==> config.mk <==
export PLATFORM = sky130hd
export DESIGN_NAME = regfile_dump
export DESIGN_NICKNAME = d
export VERILOG_FILES = /design/src/rtl/regfile_pkg.sv /design/src/rtl/regfile_dump.sv
export SDC_FILE = /design/constraint.sdc
export NUM_CORES = 1
export LEC_CHECK = 0
export ABC_CLOCK_PERIOD_IN_PS = 1340
export CAP_MARGIN = 5
export CORE_MARGIN = 10
export CORE_UTILIZATION = 38
export CTS_CLUSTER_DIAMETER = 60
export DETAILED_ROUTE_END_ITERATION = 8
export MAX_ROUTING_LAYER = met4
export PLACE_DENSITY = 0.76
export SYNTH_ARGS = -nofsm -noshare
export SYNTH_HDL_FRONTEND = slang
export SYNTH_SLANG_ARGS = --single-unit
export TNS_END_PERCENT = 20
==> constraint.sdc <==
create_clock -name clk -period 1.34 [get_ports clk]
set_input_delay 0.134 -clock clk [delete_from_list [all_inputs] [get_ports clk]]
set_output_delay 0.134 -clock clk [all_outputs]
set_load 0.02 [all_outputs]
==> src/rtl/regfile_pkg.sv <==
// Shared register-file constants and the dump-engine state type.
package regfile_pkg;

  localparam int unsigned REG_ADDR_W = 5;
  localparam int unsigned REG_DATA_W = 32;

  typedef enum logic [1:0] {
    IDLE,
    FETCH,
    PRESENT,
    DONE
  } dump_state_t;

endpackage

==> src/rtl/regfile_dump.sv <==
// Sequential register-file read-out engine: walks first_reg..last_reg (wrapping)
// on one read port and offers each captured word on a valid/ready stream.
module regfile_dump
  import regfile_pkg::*;
#(
  parameter int unsigned DATA_W = REG_DATA_W,
  parameter int unsigned ADDR_W = REG_ADDR_W
) (
  input  logic              clk,
  input  logic              clr,
  input  logic              start,
  input  logic [ADDR_W-1:0] first_reg,
  input  logic [ADDR_W-1:0] last_reg,
  output logic [ADDR_W-1:0] rn,
  input  logic [DATA_W-1:0] q,
  output logic              out_valid,
  input  logic              out_ready,
  output logic [DATA_W-1:0] out_data,
  output logic [ADDR_W-1:0] out_idx,
  output logic              busy,
  output logic              done
);

  dump_state_t       state_q, state_d;
  logic [ADDR_W-1:0] idx_q, idx_d;
  logic [ADDR_W-1:0] last_q, last_d;
  logic              valid_q, valid_d;
  logic [DATA_W-1:0] data_q, data_d;
  logic [ADDR_W-1:0] oidx_q, oidx_d;

  always_ff @(posedge clk or posedge clr) begin
    if (clr) begin
      state_q <= IDLE;
      idx_q   <= '0;
      last_q  <= '0;
      valid_q <= 1'b0;
      data_q  <= '0;
      oidx_q  <= '0;
    end else begin
      state_q <= state_d;
      idx_q   <= idx_d;
      last_q  <= last_d;
      valid_q <= valid_d;
      data_q  <= data_d;
      oidx_q  <= oidx_d;
    end
  end

  always_comb begin
    state_d = state_q;
    idx_d   = idx_q;
    last_d  = last_q;
    valid_d = valid_q;
    data_d  = data_q;
    oidx_d  = oidx_q;
    unique case (state_q)
      IDLE: begin
        if (start) begin
          idx_d   = first_reg;
          last_d  = last_reg;
          state_d = FETCH;
        end
      end
      FETCH: begin
        data_d  = q;
        oidx_d  = idx_q;
        valid_d = 1'b1;
        state_d = PRESENT;
      end
      PRESENT: begin
        if (valid_q && out_ready) begin
          valid_d = 1'b0;
          if (idx_q == last_q) begin
            state_d = DONE;
          end else begin
            // Natural ADDR_W-bit overflow provides the 31 -> 0 wrap.
            idx_d   = idx_q + 1'b1;
            state_d = FETCH;
          end
        end
      end
      DONE: begin
        state_d = IDLE;
      end
      default: begin
        state_d = IDLE;
      end
    endcase
  end

  // idx_q only moves on an accepted start or a handshake, so it already holds in IDLE.
  assign rn        = idx_q;
  assign out_valid = valid_q;
  assign out_data  = data_q;
  assign out_idx   = oidx_q;
  assign busy      = (state_q != IDLE);
  assign done      = (state_q == DONE);

endmodule
==> results of run 1 <==
-- cells in the mapped netlist, drive strengths merged --
cell	count	share of area [%]
nand3	4	0.93
ha	1	0.58
a311o	1	0.47
and2	1	0.29
and2b	2	0.82
o21ai	1	0.23
dfrtp	50	58
a31oi	1	0.99
nand2	7	1.2
a211oi	1	0.35
a211o	1	0.41
nor3b	2	1.2
a21oi	4	1.1
or2	1	0.29
xor2	5	2.4
nand2b	1	0.41
a221oi	2	0.82
nor2	3	0.53
nor3	2	1.5
inv	2	0.35
a2bb2oi	3	1.2
buf	5	1.8
mux2	43	23
nand4	1	0.29
o22ai	2	0.58
-- placed cells by master (no fill, tap or decap), drive strengths merged --
cell type / netlist / layout
dfrtp: 50 / 50
clkdlybuf4s50: 0 / 45
mux2: 43 / 43
dlygate4sd2: 0 / 38
buf: 5 / 25
clkbuf: 0 / 10
nand2: 7 / 7
xor2: 5 / 5
nand3: 4 / 4
a21oi: 4 / 4
nor2: 3 / 3
a2bb2oi: 3 / 3
nor3: 2 / 2
and2b: 2 / 2
nor3b: 2 / 2
a221oi: 2 / 2
o22ai: 2 / 2
inv: 2 / 2
nand2b: 1 / 1
a31oi: 1 / 1
a211oi: 1 / 1
o21ai: 1 / 1
a311o: 1 / 1
nand4: 1 / 1
or2: 1 / 1
and2: 1 / 1
a211o: 1 / 1
ha: 1 / 1
clkinvlp: 0 / 1
bufinv: 0 / 1
clkdlybuf4s15: 0 / 1
-- state kept, by name, indices dropped and copies added (netlist names) --
register,cells
out_idx,5
last_q,5
state_q,2
out_valid,1
out_data,32
rn,5
-- worst max-delay path: cells and delay by family, from the launching register on --
kind / cells / cell delay, ns
DFF: 1 / 0.46
AOI/OAI and AO/OA: 2 / 0.32
muxes: 1 / 0.32
and+or+nand+nor: 1 / 0.28
-- layer usage --
layer  vias to the layer above  GRT usage, %  wire length (µm)
met5                         -             -                 0
met4                         0          2.24                24
met3                         2          4.16               413
met2                        70          19.9              2740
met1                       794          14.3              2420
li1                        756             -                 -
-- worst paths after layout --
kind                                end  slack (ns)  cells past startpoint
max                               rn[1]       -0.15                      4
min                        out_data[11]        0.15                      3
min in group clk            out_data[8]        0.44                      2
max in group asynchronous  out_data[31]        0.96                      3
max reg2reg                       rn[1]       -0.15                      4
min reg2reg                out_data[21]        0.51                      1
-- power by group --
part / internal, mW / switching, mW
Clock: 0.558 / 0.514
Combinational: 2.62 / 2.51
Sequential: 2.31 / 0.497
-- cells by family (layout without fill, tap and decap cells) --
family          after synthesis  in the layout  synth area share [%]
flops                        50             50                  58.4
buf+inv                       7            123                  2.10
xor+xnor                      5              5                  2.39
fa+ha+maj                     1              1                 0.584
compound gates               16             16                  6.19
simple gates                 24             24                  7.54
mux                          43             43                  22.8
-- stage by stage --
stage                     TNS, ns  total power [mW]  hold WS (ns)
after global placement      -2.83              8.00         0.487
after CTS                   -2.45              8.87         0.154
after floorplan            -0.893              5.71         0.219
after global routing        -4.23              9.54         0.188
after detailed placement    -3.59              8.13         0.493
final                       -2.43              9.00         0.154
-- area by class of cell --
type / instances / share of cell area, %
clock buffer: 6 / 2.08
clock inverter: 2 / 1.08
inverter: 2 / 0.216
multi-input combinational: 89 / 27.3
sequential: 50 / 36.1
tap: 72 / 2.59
timing repair buffer: 113 / 30.6
-- what timing repair did --
| item | in CTS | in global routing |
|---|---|---|
| endpoints found under the setup margin | 92 | 53 |
| gates resized for setup | 61 | 21 |
| endpoints found under the hold margin | 0 | 0 |
| pin swaps | 8 | 5 |
| setup buffers | 2 | 2 |
==> impl_metrics.tcl, run 1 <==
set metrics [dict create \
    path_clk_slew_ns 0.09 \
    timing.rr.start "state_q[0]" \
    nNetsFinal 308 \
    track_usage_pct 12.2 \
    first_iter_violations 57 \
    antenna_found_initial 0 \
    seqCellArea_um2 1260 \
    drv_cap 0 \
    hp-class "input port to asynchronous set/reset pin" \
    cts_made_buffers 5 \
    drc 0 \
    peakVddDrop_mv 1.08 \
    diodes 0 \
    hold_buffers 0 \
    hold_viol_final 0 \
    cts_sinks 50 \
    drive_gt1_share_pct 40.8 \
    power.leakage_nw 1.53 \
    dpl.hpwl_um 4320 \
    p_per_area_nw_per_um2 2580 \
    worst-setup-path-type "register to register" \
    gp_congestion 0.770 \
    fin_crit_sh_pct 111 \
    worst_path_max_delay_cell "dfrtp_2" \
    min_period_ns 1.49 \
    cts_tree "done" \
    rows 27 \
    setup_viol 45 \
    grt_pass1_vias 1678 \
    yosys_warnings 0 \
    syn_inst 146 \
    max_slew_margin_pct 80.0 \
    cp.required_ns 1.53 \
    syn_area_um2 2140 \
    initial_utilization_pct 39.1 \
    crit_chain "and2b_4 > a31oi_4 > a21oi_2 > mux2_4" \
    cp_data_arrival_time_ns 1.68 \
    dpl_cell_area_um2 3310 \
    rsz0062_at_grt "true" \
    totalWireLength_um 5600 \
    grt-ovfl-total 0 \
    yosysSeqAreaShare_pct 58.4 \
    timing.final.ws_setup_ns -0.147 \
    clk_latency_ns 0.30 \
    skew_ns 0.00341 \
    synthDistinctLibCells 31 \
    tightest_slew_ns 0.301 \
    core_um2 5470 \
    die-width_um 95.1 \
    slew_viol_final 0 \
    area_growth_pct 62.6 \
    fin_area_um2 3480 \
    htree_levels 2 \
    final_cells 334 \
    cts_buffer_depth 2 \
    fmax_mhz 673 \
    dieArea_um2 9040 \
    syn_nets 193 \
    crit_start "state_q[0]" \
    io_buffer_count 90 \
    clock-root-buffer "clkbuf_8" \
    place_inst 322 \
    multiInputGateArea_um2 952 \
    max_stage_delay_ns 0.46 \
    fill_cells 439 \
    ios 91 \
    fin_util_pct 63.6 \
    vias 1622 \
    dieHeight_um 95.1 \
    detail_route.vias_per_cell 4.86 \
    dr.pass1.iters 5 \
    grt_start_max_net_pins 34 \
    status "finished, violations left" \
    place_ws_ns -0.214 \
    crit_path_start_kind "register" \
    path_max_fanout 7 \
    violations "negative setup slack" \
    post_synth.cell_area_avg_um2 14.7 \
    grt_first_pass_wirelength_um 8480 \
    ys_seq_elements 50 \
    worstSetupEndpointType "register" \
    routedWlPerCell_um 16.8 \
    antenna_left 0 \
]
Note: power is estimated with default switching activity, not from simulation.
==> run 2: changes to the inputs <==
--- a/config.mk
+++ b/config.mk
@@ -13,7 +13,8 @@
 export DETAILED_ROUTE_END_ITERATION = 8
 export MAX_ROUTING_LAYER = met4
 export PLACE_DENSITY = 0.76
+export RECOVER_POWER = 50
 export SYNTH_ARGS = -nofsm -noshare
 export SYNTH_HDL_FRONTEND = slang
 export SYNTH_SLANG_ARGS = --single-unit
-export TNS_END_PERCENT = 20
+export TNS_END_PERCENT = 30
==> impl_metrics.tcl, run 2 (synthesis results as in run 1) <==
set metrics [dict create \
    cp_data_arrival_time_ns 1.68 \
    skew_ns 0.00613 \
    slew_viol_final 0 \
    clk_latency_ns 0.30 \
    seqCellArea_um2 1260 \
    grt_first_pass_wirelength_um 9660 \
    grt-ovfl-total 0 \
    die-width_um 95.1 \
    worst-setup-path-type "register to register" \
    crit_end "out_data[11]" \
    antenna_found_initial 0 \
    area_growth_pct 68.9 \
    fin_area_um2 3620 \
    rows 27 \
    peakVddDrop_mv 1.14 \
    rsz0062_at_grt "true" \
    power_frac_clock_pct 9.7 \
    pwr-share-seq_pct 29.2 \
    dr.pass1.iters 5 \
    r2r-end "out_data[11]" \
    drv_cap 0 \
    netSwitchingPower_mw 3.63 \
    totalWireLength_um 6240 \
    routedWlPerCell_um 18.3 \
    tns_ns -4.50 \
    vias 1665 \
    timing.rr.start "state_q[1]" \
    cts_sinks 50 \
    gp_congestion 0.802 \
    dpl.hpwl_um 4280 \
    worstSetupEndpointType "register" \
    reg2reg_slack_ns -0.15 \
    fmax_mhz 672 \
    cts_buffer_depth 2 \
    first_iter_violations 58 \
    initial_utilization_pct 39.1 \
    antenna_left 0 \
    ios 91 \
    switching_share_pct 38.3 \
    max_slew_margin_pct 54.6 \
    status "finished, violations left" \
    io_buffer_count 90 \
    cp.required_ns 1.54 \
    fill_cells 430 \
    crit_path_start_kind "register" \
    hold_buffers 0 \
    min_period_ns 1.49 \
    crit_start "state_q[1]" \
    detail_route.vias_per_cell 4.88 \
    grt_pass1_vias 1859 \
    hp-class "input port to register" \
    tightest_slew_ns 0.681 \
    p_per_area_nw_per_um2 2630 \
    grt_start_max_net_pins 51 \
    pwr-share-comb_pct 61.1 \
    drc 0 \
    timing.final.ws_setup_ns -0.149 \
    dpl_cell_area_um2 3310 \
    path_max_fanout 7 \
    cts_tree "done" \
    nNetsFinal 315 \
    reg2regPathDepth 5 \
    p_int_mw 5.86 \
    htree_levels 2 \
    power.leakage_nw 1.63 \
    largest_reg_flops 32 \
    final_cells 341 \
    layout_common_cells "clkdlybuf4s50_1 (44), dfrtp_1 (44), dlygate4sd2_1 (38)" \
    dieArea_um2 9040 \
    core_um2 5470 \
    fin_crit_sh_pct 111 \
    violations "negative setup slack" \
    dieHeight_um 95.1 \
    place_inst 321 \
    cts_made_buffers 5 \
    whs_ns 0.438 \
    diodes 0 \
    path_clk_slew_ns 0.09 \
    clock-root-buffer "clkbuf_8" \
    hold_viol_final 0 \
    totalPowerFinal_mw 9.50 \
    drive_gt1_share_pct 39.4 \
    setup_viol 48 \
    multiInputGateArea_um2 965 \
    track_usage_pct 14.0 \
]
==> run 2: timing repair <==
item,in CTS,in global routing
resized for setup,82,9
setup buffers,8,1
pin swaps,7,8
cloned,2,1
endpoints found under the setup margin,87,55
==> run 2: power by group through the flow <==
| stage | clock [mW] | sequential [mW] | combinational, mW |
|---|---|---|---|
| 6_report | 0.921 | 2.77 | 5.81 |
| 5_1_grt | 1.03 | 2.87 | 6.17 |
| 4_1_cts | 0.962 | 2.77 | 5.72 |
| 3_5_place_dp | 0 | 2.83 | 5.31 |
| 3_3_place_gp | 0 | 2.79 | 5.22 |
| 2_1_floorplan | 0 | 3.66 | 2.10 |
==> run 2: layer usage <==
metal	global-route usage, %	routed length [µm]	vias to the layer above
li1	-	-	770
met1	16.4	2640	815
met2	23.0	3130	72
met3	4.08	384	8
met4	3.87	76	0
met5	-	0	-
==> run 2: metrics by stage <==
stage / worst slack, ns / utilization (%)
2_1_floorplan: -0.144 / -
3_3_place_gp: -0.172 / 60.4
4_1_cts: -0.151 / 65.5
6_report: -0.149 / 66.1
3_5_place_dp: -0.222 / 60.4
5_1_grt: -0.180 / 66.1
==> run 2: layout make-up <==
| cell class | count | area share (%) |
|---|---|---|
| repair buffers | 120 | 33.2 |
| clock inverters | 2 | 0.346 |
| flip-flops and latches | 50 | 34.8 |
| inverters | 2 | 0.208 |
| well taps | 72 | 2.49 |
| clock buffers | 6 | 2.28 |
| multi-input cells | 89 | 26.7 |
==> run 2: worst min-delay path by stage <==
stage | slack [ns] | depth (start not counted) | to | from
after floorplan | 0.22 | 1 | out_valid | out_ready
after global placement | 0.49 | 1 | out_data[7] | out_data[7]
after detailed placement | 0.49 | 1 | out_data[2] | out_data[2]
after CTS | 0.20 | 3 | out_data[26] | clr
after global routing | 0.42 | 2 | out_data[1] | q[1]
final | 0.44 | 2 | out_data[31] | q[31]
==> run 2: critical path: stages (launching register included) <==
cell and delay (ns):
dfrtp_2 0.43, and2b_4 0.28, buf_12 0.12, buf_12 0.11, buf_12 0.13, mux2_4 0.30
